`src/rtl/clk_tick_sched_pkg.sv`:
```
// -----------------------------------------------------------------------------
// clk_tick_sched_pkg
// Shared definitions for the board-clock tick scheduler:
//   - scheduler state encodings (IDLE / RUN / PEND)
//   - baud-select codes and their baud rates
//   - dds_inc(): rounded phase increment round(f_out * 2^acc_w / f_clk),
//     used to build the UART increment table and the VGA constant.
// -----------------------------------------------------------------------------
package clk_tick_sched_pkg;

  typedef enum logic [1:0] {
    ST_IDLE = 2'd0,
    ST_RUN  = 2'd1,
    ST_PEND = 2'd2
  } sched_state_e;

  localparam logic [1:0] BAUD_9600   = 2'd0;
  localparam logic [1:0] BAUD_19200  = 2'd1;
  localparam logic [1:0] BAUD_57600  = 2'd2;
  localparam logic [1:0] BAUD_115200 = 2'd3;

  // UART receivers sample at 16x the bit rate.
  localparam longint unsigned UART_OVERSAMPLE = 64'd16;

  function automatic longint unsigned baud_hz(input logic [1:0] sel);
    case (sel)
      BAUD_9600:   return 64'd9600;
      BAUD_19200:  return 64'd19200;
      BAUD_57600:  return 64'd57600;
      default:     return 64'd115200;
    endcase
  endfunction

  // Round-to-nearest phase increment. f_out * 2^acc_w must fit in 64 bits.
  function automatic longint unsigned dds_inc(input longint unsigned f_out,
                                              input longint unsigned f_clk,
                                              input int unsigned     acc_w);
    return ((f_out << acc_w) + (f_clk >> 1)) / f_clk;
  endfunction

endpackage

```
`src/rtl/clk_tick_sched_accum.sv`:
```
// -----------------------------------------------------------------------------
// tick_accum
// One DDS phase accumulator with a registered overflow tick.
//   clk      in   clock
//   rst      in   synchronous active-high reset
//   inc      in   ACC_W phase increment
//   run      in   add inc every cycle while high
//   clear    in   force accumulator and tick to 0 (wins over run)
//   restart  in   zero the accumulator after this add, but still register
//                 the carry of this add as a tick
//   tick     out  high for the one cycle after an overflowing add
//   carry    out  combinational carry of the add about to be registered
// -----------------------------------------------------------------------------
module tick_accum #(
  parameter int unsigned ACC_W = 32
) (
  input  logic             clk,
  input  logic             rst,
  input  logic [ACC_W-1:0] inc,
  input  logic             run,
  input  logic             clear,
  input  logic             restart,
  output logic             tick,
  output logic             carry
);

  logic [ACC_W-1:0] acc;
  logic [ACC_W:0]   sum;

  assign sum   = {1'b0, acc} + {1'b0, inc};
  assign carry = run & sum[ACC_W];

  always_ff @(posedge clk) begin
    if (rst || clear) begin
      acc  <= '0;
      tick <= 1'b0;
    end else if (run) begin
      tick <= sum[ACC_W];
      acc  <= restart ? '0 : sum[ACC_W-1:0];
    end else begin
      tick <= 1'b0;
    end
  end

endmodule

```
`src/rtl/clk_tick_sched.sv`:
```
// -----------------------------------------------------------------------------
// clk_tick_sched
// Clock-enable scheduler for the board clock domain. Two DDS accumulators on
// clk_board produce single-cycle enables: uart_tick at 16x the selected baud
// and vga_tick at VGA_FREQ. A small FSM sequences run/stop and retunes the
// UART rate only on a UART tick boundary.
//
// Build option: define CLK_TICK_SCHED_VGA_EN to build the VGA accumulator;
// otherwise vga_tick is tied to 0 and the UART path is unchanged.
//
// Ports:
//   clk_board     in   board clock (only clock)
//   reset         in   synchronous, active-high
//   enable        in   1 = run tick generation, 0 = stop and clear
//   cfg_valid     in   baud change request
//   cfg_baud_sel  in   [1:0] requested baud select
//   cfg_ready     out  request accepted when cfg_valid & cfg_ready
//   baud_sel_q    out  [1:0] baud select in effect
//   busy          out  a baud change is pending
//   uart_tick     out  1-cycle enable at 16x baud
//   vga_tick      out  1-cycle enable at VGA_FREQ
// -----------------------------------------------------------------------------
module clk_tick_sched
  import clk_tick_sched_pkg::*;
#(
  parameter int unsigned BOARD_FREQ       = 50000000,
  parameter int unsigned VGA_FREQ         = 25175000,
  parameter int unsigned ACC_W            = 32,
  parameter logic [1:0]  BAUD_SEL_DEFAULT = 2'd0
) (
  input  logic       clk_board,
  input  logic       reset,
  input  logic       enable,
  input  logic       cfg_valid,
  input  logic [1:0] cfg_baud_sel,
  output logic       cfg_ready,
  output logic [1:0] baud_sel_q,
  output logic       busy,
  output logic       uart_tick,
  output logic       vga_tick
);

  localparam longint unsigned BOARD_HZ = 64'(BOARD_FREQ);

  localparam logic [ACC_W-1:0] UART_INC_0 =
    ACC_W'(dds_inc(UART_OVERSAMPLE * baud_hz(BAUD_9600),   BOARD_HZ, ACC_W));
  localparam logic [ACC_W-1:0] UART_INC_1 =
    ACC_W'(dds_inc(UART_OVERSAMPLE * baud_hz(BAUD_19200),  BOARD_HZ, ACC_W));
  localparam logic [ACC_W-1:0] UART_INC_2 =
    ACC_W'(dds_inc(UART_OVERSAMPLE * baud_hz(BAUD_57600),  BOARD_HZ, ACC_W));
  localparam logic [ACC_W-1:0] UART_INC_3 =
    ACC_W'(dds_inc(UART_OVERSAMPLE * baud_hz(BAUD_115200), BOARD_HZ, ACC_W));
  localparam logic [ACC_W-1:0] VGA_INC =
    ACC_W'(dds_inc(64'(VGA_FREQ), BOARD_HZ, ACC_W));

  sched_state_e     state_q, state_d;
  logic [1:0]       baud_d;
  logic [1:0]       pend_sel_q, pend_sel_d;
  logic [ACC_W-1:0] uart_inc;
  logic             acc_run;
  logic             acc_clear;
  logic             uart_restart;
  logic             uart_carry;

  always_comb begin
    case (baud_sel_q)
      BAUD_9600:  uart_inc = UART_INC_0;
      BAUD_19200: uart_inc = UART_INC_1;
      BAUD_57600: uart_inc = UART_INC_2;
      default:    uart_inc = UART_INC_3;
    endcase
  end

  always_ff @(posedge clk_board) begin
    if (reset) begin
      state_q    <= ST_IDLE;
      baud_sel_q <= BAUD_SEL_DEFAULT;
      pend_sel_q <= BAUD_SEL_DEFAULT;
    end else begin
      state_q    <= state_d;
      baud_sel_q <= baud_d;
      pend_sel_q <= pend_sel_d;
    end
  end

  always_comb begin
    state_d      = state_q;
    baud_d       = baud_sel_q;
    pend_sel_d   = pend_sel_q;
    acc_clear    = 1'b0;
    uart_restart = 1'b0;
    case (state_q)
      ST_IDLE: begin
        // Accumulators stay at 0; the first add happens the edge after RUN
        // is entered.
        acc_clear = 1'b1;
        if (cfg_valid) baud_d = cfg_baud_sel;
        if (enable) state_d = ST_RUN;
      end
      ST_RUN: begin
        if (!enable) begin
          // Stop wins over a simultaneous request, which is applied directly.
          acc_clear = 1'b1;
          state_d   = ST_IDLE;
          if (cfg_valid) baud_d = cfg_baud_sel;
        end else if (cfg_valid) begin
          pend_sel_d = cfg_baud_sel;
          state_d    = ST_PEND;
        end
      end
      ST_PEND: begin
        if (!enable) begin
          acc_clear = 1'b1;
          state_d   = ST_IDLE;
          baud_d    = pend_sel_q;
        end else if (uart_carry) begin
          // The tick for this carry is still issued; the new rate starts
          // from a zero phase on the following add.
          uart_restart = 1'b1;
          baud_d       = pend_sel_q;
          state_d      = ST_RUN;
        end
      end
      default: begin
        acc_clear = 1'b1;
        state_d   = ST_IDLE;
      end
    endcase
  end

  assign acc_run   = (state_q != ST_IDLE);
  assign cfg_ready = (state_q != ST_PEND);
  assign busy      = (state_q == ST_PEND);

  tick_accum #(.ACC_W(ACC_W)) u_uart_accum (
    .clk     (clk_board),
    .rst     (reset),
    .inc     (uart_inc),
    .run     (acc_run),
    .clear   (acc_clear),
    .restart (uart_restart),
    .tick    (uart_tick),
    .carry   (uart_carry)
  );

`ifdef CLK_TICK_SCHED_VGA_EN
  logic vga_carry_unused;

  tick_accum #(.ACC_W(ACC_W)) u_vga_accum (
    .clk     (clk_board),
    .rst     (reset),
    .inc     (VGA_INC),
    .run     (acc_run),
    .clear   (acc_clear),
    .restart (1'b0),
    .tick    (vga_tick),
    .carry   (vga_carry_unused)
  );
`else
  logic vga_inc_unused;

  assign vga_inc_unused = ^VGA_INC;
  assign vga_tick       = 1'b0;
`endif

endmodule

```
`config.mk`:
```
export PLATFORM = sky130hd
export DESIGN_NAME = clk_tick_sched
export DESIGN_NICKNAME = d
export VERILOG_FILES = /design/src/rtl/clk_tick_sched_pkg.sv /design/src/rtl/clk_tick_sched_accum.sv /design/src/rtl/clk_tick_sched.sv
export SDC_FILE = /design/constraint.sdc
export NUM_CORES = 1
export LEC_CHECK = 0
export BUFFER_PORTS_ARGS = -buffer_cell sky130_fd_sc_hd__buf_2
export CAP_MARGIN = 25
export CORE_UTILIZATION = 39
export CTS_CLUSTER_DIAMETER = 150
export DETAILED_ROUTE_END_ITERATION = 7
export GPL_TIMING_DRIVEN = 0
export HOLD_SLACK_MARGIN = 0.1
export PLACE_DENSITY = 0.63
export SLEW_MARGIN = 20
export SYNTH_ARGS = -nofsm -noshare
export SYNTH_HDL_FRONTEND = slang
export SYNTH_SLANG_ARGS = --single-unit
```
`constraint.sdc`:
```
create_clock -name clk_board -period 4.88 [get_ports clk_board]
set_input_delay 0.244 -clock clk_board [delete_from_list [all_inputs] [get_ports clk_board]]
set_output_delay 0.244 -clock clk_board [all_outputs]
set_load 0.01 [all_outputs]
```
# Yosys cells after proc, flatten, opt, wreduce, memory -nomap -nowiden
# Cells that the tools add are included.
[classes]
addsub = 1
reduce_logical = 10
muxes = 18
bitwise_logic = 2
eq_ne = 9
[op_table]
columns = ["cell", "count"]
rows = [
  ["28-bit case mux with 3 select lines", 1],
  ["32-bit by 28-bit adder with 33-bit output", 1],
  ["32-bit two-way mux", 1],
  ["2-bit two-way mux", 9],
  ["2-bit case mux with 3 select lines", 2],
  ["3-bit AND reduction", 3],
  ["2-bit inequality test, second input constant", 3],
  ["1-bit two-way mux", 5],
  ["2-bit by 1-bit equality test with 1-bit output, second input constant", 2],
  ["2-bit equality test, second input constant", 2],
  ["2-bit zero test", 2],
  ["2-bit OR reduction", 2],
  ["3-bit by 2-bit inequality test with 1-bit output, second input constant", 1],
  ["3-bit inequality test, second input constant", 1],
  ["3-bit nonzero test", 1],
  ["2-bit nonzero test", 1],
  ["1-bit bitwise AND", 1],
  ["1-bit logical OR", 1],
  ["1-bit NOT", 1],
]
[totals]
input_bits = 6
register_bits = 39

# Logic depth before layout (Yosys ltp)
[logic_depth]
depth_word = 8
mapped_depth = 14

# Cells and area by module
# Synthesis repeated with hierarchy kept, for this count alone.
[hier_totals]
cells_unflattened = 452
area_unflattened_um2 = 3573.4
[by_module_without_submodules]
columns = ["module", "cells_per_inst", "seq_area_each_um2", "area_per_inst_um2", "instances"]
rows = [
  ["tick_accum", 387, 660.6, 3039.2, 1],
  ["clk_tick_sched", 65, 120.1, 534.3, 1],
]

# Least setup slack after synthesis
# OpenSTA, ideal clock, no wires.
[synth_timing]
path_type = "reg-to-reg"
from = "reg baud_sel_q[0]"
to = "reg u_uart_accum.acc[11]"
path_stages_with_launch = 14
synth_period_minus_slack_ns = 3.408
path_slack_ns = 1.472
arrival_time_ns = 3.291
path_buffers = 0
t_required_ns = 4.763
setup_time_ns = 0.117
cell_sequence = "dfxtp_1 inv_1 ha_1 ha_1 inv_1 fa_1 and3b_1 o221ai_1 a211oi_2 o21ai_4 a311oi_2 nor3_4 a31o_1 a32o_1"
[synth_via]
elab_chain_cells = 8
word_cells_on_any_way = 10
classes_between = "add/sub: 1; eq/ne: 2; mux: 5; bitwise: 1; reduce/logical: 1"
[synth_lines]
columns = ["item", "line_no", "text"]
rows = [
  ["from (decl)", "clk_tick_sched.sv:37", "output logic [1:0] baud_sel_q,"],
  ["from (signal assigned)", "clk_tick_sched.sv:81", "baud_sel_q <= baud_d;"],
  ["2-bit equality test (tied with other cells)", "clk_tick_sched.sv:66", "case (baud_sel_q)"],
  ["28-bit case mux with 3 select lines (*)", "clk_tick_sched.sv:66", ""],
  ["32-bit by 28-bit adder with 33-bit output (*)", "clk_tick_sched_accum.sv:30", "assign sum = {1'b0, acc} + {1'b0, inc};"],
  ["1-bit bitwise AND", "clk_tick_sched_accum.sv:31", "assign carry = run & sum[ACC_W];"],
  ["1-bit two-way mux", "clk_tick_sched.sv:116", "end else if (uart_carry) begin"],
  ["1-bit two-way mux", "clk_tick_sched.sv:112", "if (!enable) begin"],
  ["1-bit two-way mux", "clk_tick_sched.sv:92", "case (state_q)"],
  ["32-bit two-way mux (*)", "clk_tick_sched_accum.sv:39", "acc <= restart ? '0 : sum[ACC_W-1:0];"],
  ["to (signal assigned)", "clk_tick_sched_accum.sv:39", ""],
  ["to (decl)", "clk_tick_sched_accum.sv:27", "logic [ACC_W-1:0] acc;"],
]
# Every way passes the cells marked *; elsewhere a longest branch is shown, timed or not.
# A chain may end at the register's enable or synchronous reset.

# Worst setup path after layout
[layout_timing]
from = "reg baud_sel_q[0]"
to = "reg u_uart_accum.acc[5]"
# Same word-level chain as after synthesis.

==> flow_metrics.env <==
export IMPL_outcome="finished, final reports clean"
export IMPL_wl_mm=8.67
export IMPL_postRouteAntennaNets=0
export IMPL_synth_enable_flop_cells=0
export IMPL_worstPathArrival_ps=4330
export IMPL_cpPeakStageDelay_ps=560
export IMPL_vias=3121
export IMPL_core_area_um2=8220
export IMPL_synth_flop_cell="dfxtp_1"
export IMPL_start_util_pct=40.2
export IMPL_cts_resized=0
export IMPL_async_reset_ff_share_pct=0
export IMPL_root_buffer="clkbuf_8"
export IMPL_seqCellArea_um2=781
export IMPL_final_layout_size_suffix_gt1_share_pct=9.60
export IMPL_yosys_top_cells_area="dfxtp_1 (24%), ha_1 (13%), nand2_1 (4.3%), xnor2_1 (4.2%), a21oi_1 (4.1%)"
export IMPL_synth_top_area_share_pct=23.7
export IMPL_period_share_pct=85.2
export IMPL_path_class="flop to flop"
export IMPL_wl_per_cell_um=16.3
export IMPL_slew_viol_final=0
export IMPL_cts_made_buffers=5
export IMPL_layoutNonFillerInstCount=532
export IMPL_postLayoutCoreUtil_pct=43.7
export IMPL_slowest_stage="dfxtp_1"
export IMPL_dieArea_um2=8830
export IMPL_yosys_area_top_type="dfxtp_1"
export IMPL_worst_path_buf_inv=3
export IMPL_post_cts_buffers=0
export IMPL_switching_share_pct=33.2
export IMPL_path_delay_family="compound AO/OA/AOI/OAI gates"
export IMPL_finalClockSkew_ps=10.5
export IMPL_synthMuxAreaShare_pct=1.52
export IMPL_hold_path_class="primary input to flop"
export IMPL_slew_headroom_pct=57.4
export IMPL_dp_hpwl_mm=6.53
export IMPL_yosysWarningCount=0
export IMPL_vias_per_cell=5.87
export IMPL_gp_congestion=0.859
export IMPL_grt_ovfl_total=0
export IMPL_area_delta_synth_final_pct=8.76
export IMPL_num_rows=33
export IMPL_tritoncts="done"
export IMPL_synth_seq_cells=39
export IMPL_grt_first_pass_wirelength_mm=14.5
export IMPL_antenna_found_initial=0
export IMPL_worstPathMaxFanout=10
export IMPL_grt_pass1_vias=2942
export IMPL_synth_simple_area_share_pct=21.5
export IMPL_finalHoldViolations=0
export IMPL_drt_initial_drc_count=169
export IMPL_die_h_um=94.0
export IMPL_final_setup_tns_ps=0
export IMPL_cts_hold_buffers=0
export IMPL_syn_nets=452
export IMPL_tightest_slew_ps=639
export IMPL_seq_area_frac_synth_pct=23.7
export IMPL_ir_drop_uv=134
export IMPL_clock_latency_ps=300
export IMPL_synth_fa_ha_area_share_pct=13.5
export IMPL_critical_path_startpoint_type="flop"
export IMPL_p_seq_share_pct=38.1
export IMPL_whs_ps=201
export IMPL_dr_pass1_iters=5
export IMPL_synth_cell_types=63
export IMPL_layout_commonest_cell="dfxtp_1"
export IMPL_multi_input_area_um2=2360
export IMPL_period_minus_slack_ps=4160
export IMPL_maxCapViolCount=0
export IMPL_clock_fmax_mhz=241
export IMPL_n_antenna_cell=0
export IMPL_clock_sinks=39
export IMPL_netlist_instances=411
export IMPL_rsz0062_at_grt="false"
export IMPL_final_nets=467
export IMPL_synth_top_family_by_area="compound AO/OA/AOI/OAI gates"
export IMPL_p_int_w=0.000584
export IMPL_syn_area_um2=3300
export IMPL_fillers=850
export IMPL_required_ps=5050
export IMPL_ios=12
export IMPL_total_power_w=0.000873
export IMPL_syn_avg_cell_area_um2=8.03
export IMPL_endpoint_kind="flop"
export IMPL_die_w_um=94.0
export IMPL_clkTransAtPathRegs_ps=80
export IMPL_dp_cells=524
export IMPL_drc=0
export IMPL_cts_buffer_depth=2
export IMPL_switchingPower_w=0.000290
export IMPL_synth_compound_area_share_pct=27.6
export IMPL_setup_viol=0
export IMPL_mostFrequentLayoutCells="dfxtp_1 (39), nand2_1 (38), nor2_1 (35)"
export IMPL_cp_cell_sequence="inv_1 > ha_1 > ha_1 > inv_1 > fa_1 > and3b_1 > o221ai_1 > a211oi_2 > o21ai_4 > a311oi_2 > nor3_4 > buf_2 > a22oi_1 > nor2_1"
export IMPL_numPortBuffers=8
export IMPL_synth_xor_area_share_pct=7.39
export IMPL_clkPwrFrac_pct=33.2
export IMPL_grt_max_degree=13
export IMPL_htreeDepth=2
export IMPL_grt_usage_pct=21.4
export IMPL_p_leak_nw=1.44
export IMPL_p_per_area_nw_per_um2=243
export IMPL_combPwrFrac_pct=28.7
-- cell usage after synthesis (2+ instances only) --
cell type and count:
a31oi_1 6, a31o_2 3, nor3_1 5, or2_2 4
nor2b_1 11, o21bai_1 2, clkbuf_1 11, a32o_1 3
nor4_1 4, o21ai_0 17, or3_1 5, a21oi_1 27
nand4_1 4, buf_1 2, and3_1 8, nand3b_1 6
a21o_1 12, a31o_1 2, o311ai_2 2, o21a_1 3
ha_1 34, o21ai_1 11, mux2i_1 5, xor2_1 10
inv_1 16, nand3_1 13, nor2_1 35, a311oi_2 3
dfxtp_1 39, nand2_1 38, xnor2_1 16, buf_6 2
a211oi_1 6, a22oi_1 14, buf_4 2, and2_1 3
-- power by group through the flow --
stage	registers [W]	clock network, W	logic (W)
after floorplan	0.000338	0	0.000188
after CTS	0.000332	0.000295	0.000249
after global placement	0.000339	0	0.000245
final	0.000333	0.000290	0.000251
after global routing	0.000333	0.000309	0.000277
after detailed placement	0.000340	0	0.000248
-- cell families after synthesis --
family                     Yosys count
and+or+nand+nor                    142
adders and majority gates           35
xor gates and xnor gates            27
AOI/OAI and AO/OA                  127
other                                1
DFF                                 39
buffers and inverters               35
muxes                                5
-- through the flow --
| stage | instance area (um^2) | setup slack (ps) |
|---|---|---|
| after floorplan | 3300 | 1470 |
| after global placement | 3470 | 843 |
| after detailed placement | 3470 | 780 |
| after CTS | 3590 | 720 |
| after global routing | 3590 | 456 |
| final | 3590 | 723 |
-- final timing paths --
kind,start,endpoint,slack [ps],depth (start not counted)
worst max register to register,baud_sel_q[0],u_uart_accum.acc[5],720,14
worst min-delay path,cfg_baud_sel[1],pend_sel_q[1],200,3
worst max-delay path,baud_sel_q[0],u_uart_accum.acc[5],720,14
worst min register to register,u_uart_accum.acc[21],u_uart_accum.acc[21],460,2
-- registers in the layout (all words and copies together) (netlist names) --
register           flops
state_q                2
baud_sel_q             2
u_uart_accum.acc      32
pend_sel_q             2
u_uart_accum.tick      1
-- final cells by class --
| class | instances | share of cell area [%] |
|---|---|---|
| clock inverter | 2 | 0.976 |
| timing repair buffer | 8 | 1.12 |
| multi-input combinational | 337 | 65.9 |
| inverter | 17 | 1.78 |
| tap | 105 | 3.66 |
| clock buffer | 6 | 2.30 |
| sequential | 39 | 21.8 |
| buffer | 18 | 2.55 |
-- routing by layer --
metal	GRT usage, %	vias to the layer above	part of all wire, %
li1	-	1533	-
met1	28.6	1480	48
met4	10.3	0	3.6
met3	2.75	21	5.1
met5	0	-	0
met2	33.7	87	44
-- worst register-to-register path: cells and delay by family (launching register included) --
family	cells	cell delay (ps)
compound gates	5	1380
fa+ha+maj	3	1130
flops	1	560
buf+inv	3	550
simple gates	3	420
Power figures use the tool's default switching activity.
